<file path="src/rtl/mem_pkg.sv">
// Shared encodings for the CPU-to-memory access controller: access sizes,
// controller states and the alignment rule.
package mem_pkg;

   localparam logic [1:0] SZ_WORD = 2'd0;
   localparam logic [1:0] SZ_HALF = 2'd1;
   localparam logic [1:0] SZ_BYTE = 2'd2;
   localparam logic [1:0] SZ_ILL  = 2'd3;

   typedef enum logic [1:0] {
      IDLE   = 2'd0,
      ACCESS = 2'd1,
      DONE   = 2'd2,
      ERR    = 2'd3
   } state_t;

   // True when the request can never reach memory: illegal size or misaligned.
   function automatic logic access_bad(input logic [1:0] size, input logic [1:0] offset);
      logic bad;
      case (size)
         SZ_WORD: bad = (offset != 2'b00);
         SZ_HALF: bad = offset[0];
         SZ_BYTE: bad = 1'b0;
         default: bad = 1'b1;
      endcase
      return bad;
   endfunction

endpackage

</file>
<file path="src/rtl/mem_lane_encode.sv">
// Byte-lane write-enable mask and lane positioning of right-justified store data.
module mem_lane_encode
   import mem_pkg::*;
(
   input  logic [1:0]  size,
   input  logic [1:0]  offset,
   input  logic [31:0] wdata,
   output logic [3:0]  lane_mask,
   output logic [31:0] lane_data
);

   always_comb begin
      lane_mask = 4'b0000;
      lane_data = 32'h0000_0000;
      case (size)
         SZ_WORD: begin
            lane_mask = 4'b1111;
            lane_data = wdata;
         end
         SZ_HALF: begin
            if (offset[1]) begin
               lane_mask = 4'b1100;
               lane_data = {wdata[15:0], 16'h0000};
            end else begin
               lane_mask = 4'b0011;
               lane_data = {16'h0000, wdata[15:0]};
            end
         end
         SZ_BYTE: begin
            lane_mask = 4'b0001 << offset;
            lane_data = {24'h00_0000, wdata[7:0]} << {offset, 3'b000};
         end
         default: begin
            lane_mask = 4'b0000;
            lane_data = 32'h0000_0000;
         end
      endcase
   end

endmodule

</file>
<file path="src/rtl/mem_access_ctrl.sv">
// Single-outstanding CPU load/store controller: alignment check, lane steering,
// mem_ready timeout and sign/zero extension of load results.
module mem_access_ctrl
   import mem_pkg::*;
#(
   parameter int TIMEOUT = 15
) (
   input  logic        clk,
   input  logic        rst_n,
   input  logic        cpu_req,
   input  logic        cpu_we,
   input  logic [1:0]  cpu_size,
   input  logic        cpu_sext,
   input  logic [31:0] cpu_addr,
   input  logic [31:0] cpu_wdata,
   output logic [31:0] cpu_rdata,
   output logic        cpu_done,
   output logic        cpu_stall,
   output logic        cpu_err,
   output logic        mem_en,
   output logic [3:0]  mem_we,
   output logic [31:0] mem_addr,
   output logic [31:0] mem_wdata,
   input  logic        mem_ready,
   input  logic [31:0] mem_rdata,
   output logic [1:0]  fsm_state
);

   localparam logic [7:0] TMO_LAST = 8'(TIMEOUT - 1);

   state_t      state;
   logic [7:0]  tmo_cnt;
   logic [1:0]  off_q;
   logic [1:0]  size_q;
   logic        we_q;
   logic        sext_q;
   logic [3:0]  lane_mask;
   logic [31:0] lane_data;
   logic [31:0] shifted;
   logic [31:0] load_val;

   mem_lane_encode u_lane (
      .size      (cpu_size),
      .offset    (cpu_addr[1:0]),
      .wdata     (cpu_wdata),
      .lane_mask (lane_mask),
      .lane_data (lane_data)
   );

   // Right-justify the addressed lane(s), then extend to 32 bits.
   always_comb begin
      shifted  = mem_rdata >> {off_q, 3'b000};
      load_val = shifted;
      case (size_q)
         SZ_BYTE: load_val = {{24{sext_q & shifted[7]}}, shifted[7:0]};
         SZ_HALF: load_val = {{16{sext_q & shifted[15]}}, shifted[15:0]};
         default: load_val = shifted;
      endcase
   end

   assign cpu_stall = cpu_req & ~cpu_done;
   assign fsm_state = state;

   always_ff @(posedge clk or negedge rst_n) begin
      if (!rst_n) begin
         state     <= IDLE;
         tmo_cnt   <= 8'd0;
         off_q     <= 2'b00;
         size_q    <= SZ_WORD;
         we_q      <= 1'b0;
         sext_q    <= 1'b0;
         mem_en    <= 1'b0;
         mem_we    <= 4'b0000;
         mem_addr  <= 32'h0000_0000;
         mem_wdata <= 32'h0000_0000;
         cpu_done  <= 1'b0;
         cpu_err   <= 1'b0;
         cpu_rdata <= 32'h0000_0000;
      end else begin
         cpu_done <= 1'b0;
         cpu_err  <= 1'b0;
         case (state)
            IDLE: begin
               if (cpu_req) begin
                  off_q   <= cpu_addr[1:0];
                  size_q  <= cpu_size;
                  we_q    <= cpu_we;
                  sext_q  <= cpu_sext;
                  tmo_cnt <= 8'd0;
                  if (access_bad(cpu_size, cpu_addr[1:0])) begin
                     state    <= ERR;
                     cpu_done <= 1'b1;
                     cpu_err  <= 1'b1;
                  end else begin
                     state     <= ACCESS;
                     mem_en    <= 1'b1;
                     mem_we    <= cpu_we ? lane_mask : 4'b0000;
                     mem_addr  <= {cpu_addr[31:2], 2'b00};
                     mem_wdata <= lane_data;
                  end
               end
            end
            ACCESS: begin
               if (mem_ready) begin
                  state    <= DONE;
                  cpu_done <= 1'b1;
                  mem_en   <= 1'b0;
                  mem_we   <= 4'b0000;
                  tmo_cnt  <= 8'd0;
                  if (!we_q) begin
                     cpu_rdata <= load_val;
                  end
               end else if (tmo_cnt == TMO_LAST) begin
                  // The TIMEOUT-th cycle without mem_ready abandons the access.
                  state    <= ERR;
                  cpu_done <= 1'b1;
                  cpu_err  <= 1'b1;
                  mem_en   <= 1'b0;
                  mem_we   <= 4'b0000;
                  tmo_cnt  <= 8'd0;
               end else begin
                  tmo_cnt <= tmo_cnt + 8'd1;
               end
            end
            DONE:    state <= IDLE;
            ERR:     state <= IDLE;
            default: state <= IDLE;
         endcase
      end
   end

endmodule
</file>
<file path="config.mk">
export PLATFORM = sky130hd
export DESIGN_NAME = mem_access_ctrl
export DESIGN_NICKNAME = d
export VERILOG_FILES = /design/src/rtl/mem_pkg.sv /design/src/rtl/mem_lane_encode.sv /design/src/rtl/mem_access_ctrl.sv
export SDC_FILE = /design/constraint.sdc
export NUM_CORES = 1
export LEC_CHECK = 0
export BUFFER_PORTS_ARGS = -buffer_cell sky130_fd_sc_hd__buf_4
export CORE_UTILIZATION = 52
export CTS_BUF_LIST = sky130_fd_sc_hd__clkbuf_2
export CTS_CLUSTER_DIAMETER = 120
export CTS_CLUSTER_SIZE = 14
export DETAILED_ROUTE_END_ITERATION = 10
export PLACE_DENSITY_LB_ADDON = 0.25
export SYNTH_ARGS = -nofsm -noshare
export SYNTH_HDL_FRONTEND = slang
export SYNTH_SLANG_ARGS = --single-unit
export TNS_END_PERCENT = 5
</file>
<file path="constraint.sdc">
create_clock -name clk -period 2.2 [get_ports clk]
set_clock_uncertainty 0.15 [all_clocks]
set_input_delay 0.44 -clock clk [delete_from_list [all_inputs] [get_ports clk]]
set_output_delay 0.44 -clock clk [all_outputs]
set_load 0.05 [all_outputs]
</file>
==> impl_summary.md, run 1 <==
STA
The final critical path takes up 92.8% of the cycle. Setup violations remaining at the end of the flow were counted as 0. Static timing analysis puts the maximum clock frequency at 0.490 GHz. Headroom to the max-slew limit came out at 38.3%. The smallest clock period supported by the final layout is computed as 2040 ps.

The count of final max-slew check failures is 0. Setup repair after global routing left no endpoint under its margin. The hold violation count in the final report is 0. The worst hold margin is 55.9 ps. The pin slew with the least headroom to its limit is 923 ps. For the final routed database, the setup TNS stands at 0 ps. The worst path setup slack after routing is 158 ps.

Hold path
The end point of the worst hold path is cpu_rdata[5]. The start point of the worst min-delay path is mem_rdata[13]. The classification of the worst-slack hold path is in -> reg.

The number of cells traversed by the worst hold path is 5.

Routing
The via count is 5190. After detailed routing, the number of remaining DRC violations is 0. The final routed wire length divided by cell count is 18.3 um. The first-pass detailed-route iteration total is 4. The total routed wirelength is 17400 um. The post-detailed-route count of antenna-violating nets is 0.

The detailed router finished its first iteration with 274 violations. The number of vias per cell is 5.49.

Setup path
At the worst endpoint, the arrival time is 1450 ps. The required time at the endpoint of the critical path is 1610 ps. The kind of start point of the critical path is a register. The signal on the critical path passes through buf_4 > buf_4. The largest single stage delay on the critical path is 420 ps. Together, buffers and inverters on the worst path number 2. The slowest stage of the critical path belongs to the cell dfrtp_1. The type of destination of the critical path is an output pin. The kind of cell with the highest combined delay along the critical path is flip-flops.

The worst register-to-register path begins at off_q[0]. The maximum fanout encountered on the critical timing path is 10. In this run the critical register-to-register path is captured at cpu_rdata[1]. The slack of the worst reg-to-reg path is 190 ps. The critical setup path kind is reg -> out. By instance count, the cell type seen most on the critical path is buf_4. For the worst flop-to-flop path, the logic depth is 6.

Final layout
In the layout the commonest cells are 221 x buf_4, 116 x dfrtp_1, 81 x dlygate4sd3_1. The number of antenna diodes in the final layout is 0. In the final design database the tool counted 901 nets. The post-route core utilization is 79.0%. The area growth from synthesis to layout is 46.0%. Cells with a size suffix above 1 make up 43.2% of the layout. The most common cell after layout, fill and taps aside is buf_4.

Placed design
In this run the tool buffered the top-level ports with 207 buffer cells. The congestion estimate from routability-driven global placement came to 0.885. The detailed-placement wirelength estimate is 11500 um. OpenSTA, run right after detailed placement, puts the worst setup slack at 180 ps.

Clock network
Clock latency on the worst-skew pair, taken at its later pin, is 680 ps. The depth of the CTS H-tree is 4. Clock tree synthesis inserted a total of 17 buffers. The number of setup buffers added after CTS is 0.

The clock sink total is 117. TritonCTS built the clock tree. After clock tree synthesis, the clock-pin slew on the worst setup and hold paths is 150 ps.

The tree is rooted in a clkbuf_2. The buffer levels on the longest clock path is 2.

Pwr
The clock share of power is 12.6%. The leakage power summed over all cells is 0.00429 uW. The design draws 13100 uW. The switching power total is 6390 uW. Combinational cells account for 59.0% of the total power.

The peak supply drop is 1.28 mV. The power per cell area is 1500 nW/um^2. The internal power summed over all cells is 6660 uW. The fraction of power consumed by sequential logic is 28.4%. The switching fraction of total power is 49.0%.

Synthesis
After Yosys synthesis, XOR and XNOR cells account for 0.733% of the synthesized area. After synthesis the netlist holds a flip-flop and latch count of 117. After synthesis, the largest family of logic cells by area is multiplexers. The share of async-settable or async-resettable flops after synthesis is 100%. After synthesis, the share of cell area in mux cells is 17.2%.

The Yosys step of the flow raised 0 warnings. The most used flip-flop cell after synthesis is dfrtp_1. The number of distinct library cells after synthesis is 66. Of the total synthesized cell area, the portion taken by full adders, half adders and majority gates is 0.838%. Of the total synthesized cell area, the portion taken by AND, OR, NAND and NOR gates is 13.0%. The combined area of all synthesized cells is 5970 sq um.

Summing the areas of all compound-gate instances in the mapped netlist gives 14.3% of the synthesized area. Synthesis produced a netlist whose cell count is 504. Counting flops with a built-in enable in the synthesized netlist gives 0. The mean instance size in the synthesized netlist is 11.8 sq um. The sequential element share of the synthesized area is 49.0%.

Global routing
The initial antenna violation count is 0. The global-route wire length before repair is 26400 um. For this run, the total global-route usage over all layers was measured as 30.0%.

The total overflow left after global routing is 0. The number of global-route vias before repair is 5352. Entering global routing, the biggest net connects 49 pins.

Run
The max-capacitance violation count is 0.

Die
The width of the die is 109 um. The area of the die is 11900 sq um. The core region is 11000 sq um. The die is 109 um tall. For this configuration, the core starts out at a cell density of 54.1%. The count of boundary I/O pins is 210.

The total number of placement rows is 38.

Run status
The run finished with clean final reports.
[stage by stage]
| step | instance area (sq um) | cells |
|---|---|---|
| floorplan | 5980 | 505 |
| global placement | 7630 | 833 |
| detailed placement | 7630 | 833 |
| CTS | 8720 | 946 |
| global route | 8720 | 946 |
| finish | 8720 | 946 |
[tightest hold or removal path, delay by kind of cell]
family,cells,cell delay (ps)
AOI/OAI and AO/OA,2,170
and+or+nand+nor,1,80
buffers and inverters,1,90
muxes,1,60
[registers in the layout (all words and copies together) (netlist names), 2 cells and up]
name / count
cpu_rdata: 32
fsm_state: 2
mem_addr: 30
mem_wdata: 32
mem_we: 4
off_q: 2
size_q: 2
tmo_cnt: 8
[per-layer routing]
layer	up-vias	GRT usage, %	part of all wire [%]
met5	-	0	0
met4	0	13.7	2.9
met1	2526	34.1	38
met2	228	51.6	52
li1	2392	-	-
met3	44	8.91	6.6
[final cells by class]
type                            count  area, sq um
Fill cell                         690         2310
Clock buffer                       18         90.1
Clock inverter                     14          189
Multi-Input combinational cell    344         2760
Timing Repair Buffer              306         2550
Tap cell                          140          175
Sequential cell                   117         2930
Inverter                            7         26.3
[how the worst max path moves through the flow]
| stage | from | to | slack (ps) | depth (start not counted) |
|---|---|---|---|---|
| CTS | fsm_state[1] | fsm_state[1] | 80 | 2 |
| detailed placement | cpu_size[1] | mem_wdata[21] | 180 | 5 |
| global placement | cpu_size[1] | mem_wdata[12] | 210 | 5 |
| global route | fsm_state[0] | fsm_state[0] | 40 | 2 |
| finish | fsm_state[0] | fsm_state[0] | 160 | 2 |
| floorplan | fsm_state[0] | mem_addr[25] | 150 | 7 |
[power by group through the flow]
stage	registers [uW]	logic, uW	clock network (uW)
final	3710	7710	1640
after global routing	3810	8070	1760
after CTS	3680	7680	1660
after detailed placement	3720	7540	0
after global placement	3670	7390	0
after floorplan	6610	2370	0
[what timing repair did]
action | 4_1_cts | 5_1_grt
setup endpoints to repair | 0 | 1
hold buffers | 81 | 0
endpoints found under the hold margin | 213 | 0
gates resized for setup | 0 | 1
[kinds of logic after synthesis]
family | Yosys count
DFF | 117
muxes | 81
buffers and inverters | 44
and+or+nand+nor | 136
xor gates and xnor gates | 5
adders and majority gates | 4
AOI/OAI and AO/OA | 116
other | 1
[Yosys cell counts, types with 7 or more instances]
| master | n | area, sq um |
|---|---|---|
| o21ai_0 | 25 | 125 |
| nor2_1 | 31 | 116 |
| and2_1 | 10 | 62.6 |
| a21oi_1 | 21 | 105 |
| nand3_1 | 15 | 75.1 |
| buf_2 | 12 | 60.1 |
| clkbuf_1 | 7 | 26.3 |
| mux2_4 | 36 | 541 |
| a31oi_1 | 8 | 50.1 |
| nor2b_1 | 16 | 100 |
| mux2_2 | 28 | 315 |
| a22o_1 | 22 | 193 |
| a22oi_1 | 8 | 60.1 |
| o2bb2ai_1 | 9 | 78.8 |
| dfrtp_1 | 117 | 2930 |
| mux2i_1 | 16 | 160 |
| nand2_2 | 7 | 43.8 |
| nand2_1 | 29 | 109 |
No activity file was read; power rests on OpenSTA's default activity.
==> inputs of run 2 (changes only) <==
Settings changed: ABC_AREA from default to 1.
==> run 2 against run 1 <==
The flow now finishes with violations (setup timing); setup slack got worse by 170 ps; register-to-register slack worse by 120 ps; non-clock buffer count increased by 32; final area is 2.2% higher; sequential power increased by 2%; first-iteration DRC count up 150%; worst hold slack better by 0.72 ps; sequential share of layout area fell by 0.72 points; highest routed layer unchanged.
==> impl_summary.md, run 2 <==
Run
The max-capacitance violation count is 0 (unchanged).

Die
The count of boundary I/O pins came to 210 (unchanged). The area of the die is 11700 sq um (-2.0%). The floorplan die height came to 108 um (-1.0%). The total number of placement rows is 38 (unchanged). The starting density of the core is 53.7% (-0.41 points). The width of the die is 108 um (-1.0%). The core area is 10900 sq um (-1.3%).

Global routing
The global-route usage over all layers is 36.4% (+6.4 points). The global-route wire length before repair came to 32600 um (+23%). The initial antenna violation count is 1 (+1). The global route total overflow is 0 (unchanged). The number of global-route vias before repair was 6814 (+27%). The maximum number of pins on one net before global-route repair came to 57 (+16%).

Synthesis
The number of warnings reported in the yosys synthesis log is 0 (unchanged). The commonest cells after synthesis are 350 x nand2_1, 117 x dfrtp_1, 82 x nand3_1. The mean instance size in the synthesized netlist was 7.35 sq um (-38%). The flip-flop and latch count after synthesis is 117 (unchanged). The share of async-settable or async-resettable flops after synthesis is 100% (unchanged).

Yosys attributes the largest share of cell area to dfrtp_1 50%, nand2_1 22%, nand3_1 7.0%. The number of distinct library cells after synthesis is 26 (-61%). The number of instances in the synthesized netlist is 796 (+58%). The share of the synthesized area in the top cell type is 50.0% (+1.0 points). For this run, the leading register cell type out of synthesis is dfrtp_1. The sequential element share of the synthesized area was 50.0% (+1.0 points). The number of enable flip-flop cells after synthesis is 0 (unchanged). The most numerous cell in the Yosys netlist is nand2_1. The combined area of all synthesized cells is 5850 sq um (-2.0%). The library cell occupying the most area in the post-synthesis netlist is dfrtp_1.

Setup path
The required time at the endpoint of the critical path is 2690 ps (+1080 ps). The maximum fanout encountered on the critical timing path came to 8 (-2). The critical path is of the in -> reg type.

STA classifies the critical path startpoint as a primary input. STA classifies the critical path endpoint as a register. The worst reg-to-reg path cell count is 6 (unchanged).

The arrival time at the worst endpoint is 2700 ps (+1250 ps).

Routing
The detailed-route DRC error count was 0 (unchanged). The final routed wire length divided by cell count is 16.1 um (-12%). The first-pass detailed-route iteration total is 6 (+2). The total routed wirelength came to 20500 um (+18%). The number of DRC markers after the initial detailed-route iteration is 677 (+150%). The via count was 6861 (+32%).

The post-detailed-route count of antenna-violating nets is 0 (unchanged). The number of vias per cell is 5.40 (-1.6%).

STA
The maximum achievable frequency is 0.452 GHz (-7.7%). The pin slew with the least headroom to its limit is 587 ps (-336 ps). The tightest slew margin relative to the limit is 60.6% (+22 points).

Setup repair after global routing could not meet its margin everywhere. The share of the clock period used by the worst path after layout is 101% (+7.8 points). The sum of negative setup slack is -12.9 ps (-12.9 ps).

The count of final max-slew check failures is 0 (unchanged). The final setup violation count is 1 (+1). The hold violation count in the final report is 0 (unchanged). The worst path setup slack after routing is -12.9 ps (-171 ps). The shortest period the worst path allows came to 2210 ps (+171 ps).

Placed design
The detailed-placement wirelength estimate is 11600 um (+0.85%). The number of buffer cells added on primary ports is 207 (unchanged). The placer's final routability congestion estimate was 0.857 (-3.2%). The placement-stage worst setup slack is 295 ps (+114 ps).

Pwr
The combinational fraction of design power is 62.0% (+3.0 points). The power per cell area is 1480 nW/um^2 (-1.0%). The internal power summed over all cells is 6040 uW (-9.4%).

The switching fraction of total power is 54.3% (+5.3 points). The switching power total is 7170 uW (+12%). The peak supply drop was 1.03 mV (-20%).

The clock share of power was 9.2% (-3.4 points). The sum of internal, switching and leakage power is 13200 uW (+1.1%). The leakage power summed over all cells is 0.00489 uW (+14%). The fraction of power consumed by sequential logic was 28.7% (+0.3 points).

Run status
The checks that failed: setup timing. The flow ran to the end, but the final reports show violations.

Clock network
The cell at the root of the clock tree is clkbuf_2. The clock sink total came to 117 (unchanged). The clock slew at the register clock pins of the worst setup and hold paths is 190 ps (+40 ps). The buffer levels on the longest clock path is 2 (unchanged).

The number of buffers added by the clock tree synthesis step is 17 (unchanged). The depth of the CTS H-tree is 4 (unchanged). The clock latency at the later pin of the worst-skew pair came to 670 ps (about the same).

TritonCTS built the clock tree.

Final layout
The largest registers in the layout are cpu_rdata: 32 flops, mem_wdata: 32 flops, mem_addr: 30 flops. The layout net count is 1226 (+36%). The fraction of layout instances using a drive strength above 1 was 24.5% (-19 points).

The post-route core utilization came to 81.8% (+2.8 points). The area used by multi-input combinational logic was 2530 sq um (-8.3%). The layout filler cell count is 671 (-2.8%). The footprint of the flip-flops and latches was 2930 sq um (unchanged). Relative to the synthesized area, the layout overhead comes to 52.3%. The most common cell after layout, fill and taps aside is nand2_1. In the layout the commonest cells are 350 x nand2_1, 223 x buf_4, 116 x dfrtp_1.

Hold path
The number of cells traversed by the worst hold path is 5 (unchanged). The path class of the tightest hold or removal check is in -> reg.
==> run 2: power groups by stage <==
stage | Combinational, uW | Sequential, uW | Clock, uW
floorplan | 2180 | 6760 | 0
global placement | 7480 | 3750 | 0
detailed placement | 7600 | 3760 | 0
CTS | 7960 | 3730 | 1210
global route | 8690 | 3880 | 1320
finish | 8190 | 3790 | 1220
==> run 2: cell type report <==
cell class	instances	share of cell area [%]
Antenna cell	1	0.0281
Clock buffer	18	1.01
Clock inverter	13	1.04
Inverter	60	2.53
Multi-Input combinational cell	584	28.4
Sequential cell	117	32.9
Tap cell	140	1.97
Timing Repair Buffer	338	32.2
==> run 2: worst max-delay path, stage by stage <==
cell and delay (ps):
dlygate4sd3_1 550, buf_4 160, inv_2 90, nand2_1 210
nor3_4 360, nand2_1 120, nand3_1 100, dlygate4sd3_1 550
nand2_1 50, nand2_1 60
==> run 2: cell families (layout without fill, tap and decap cells) <==
| family | count (synthesis) | count (layout) | synth area share [%] |
|---|---|---|---|
| other | 1 | 3 | 0.0641 |
| AO/OA/AOI/OAI | 73 | 73 | 6.86 |
| AND/OR/NAND/NOR | 505 | 505 | 35.2 |
| buffers and inverters | 96 | 429 | 6.93 |
| flip-flops | 117 | 117 | 50.0 |
| adder cells (fa/ha/maj) | 4 | 4 | 0.855 |
==> run 2: repair_timing <==
item,4_1_cts,5_1_grt
endpoints found under the setup margin,0,14
buffers inserted,0,3
endpoints found under the hold margin,196,0
hold buffers,111,0
resized for setup,0,2
==> run 2: final timing paths <==
| path | start | endpoint | slack, ps |
|---|---|---|---|
| setup / recovery | cpu_size[0] | mem_wdata[28] | -10 |
| hold / removal | mem_rdata[25] | cpu_rdata[9] | 60 |
| setup reg to reg | off_q[1] | cpu_rdata[3] | 70 |
| hold reg to reg | mem_en | mem_en | 350 |
| max in group asynchronous | rst_n | mem_wdata[2] | 1160 |
| min in group asynchronous | rst_n | mem_wdata[14] | 100 |
==> run 2: metal layers <==
layer  vias up  global-route usage [%]  wire, um  part of all wire, %
li1       3141                       -         -                    -
met1      3143                    43.2      7580                   37
met2       471                    59.2      9940                   49
met3       106                    10.9      1990                  9.7
met4         0                    19.6       949                  4.6
met5         -                       0         0                    0
==> run 2: per-stage QoR <==
stage | instances | hold slack, ps | cell area [sq um]
detailed placement | 1125 | 301 | 7580
floorplan | 797 | -5.59 | 5850
global route | 1271 | 18.6 | 8910
global placement | 1125 | 304 | 7580
finish | 1271 | 56.7 | 8910
CTS | 1267 | 0.277 | 8880
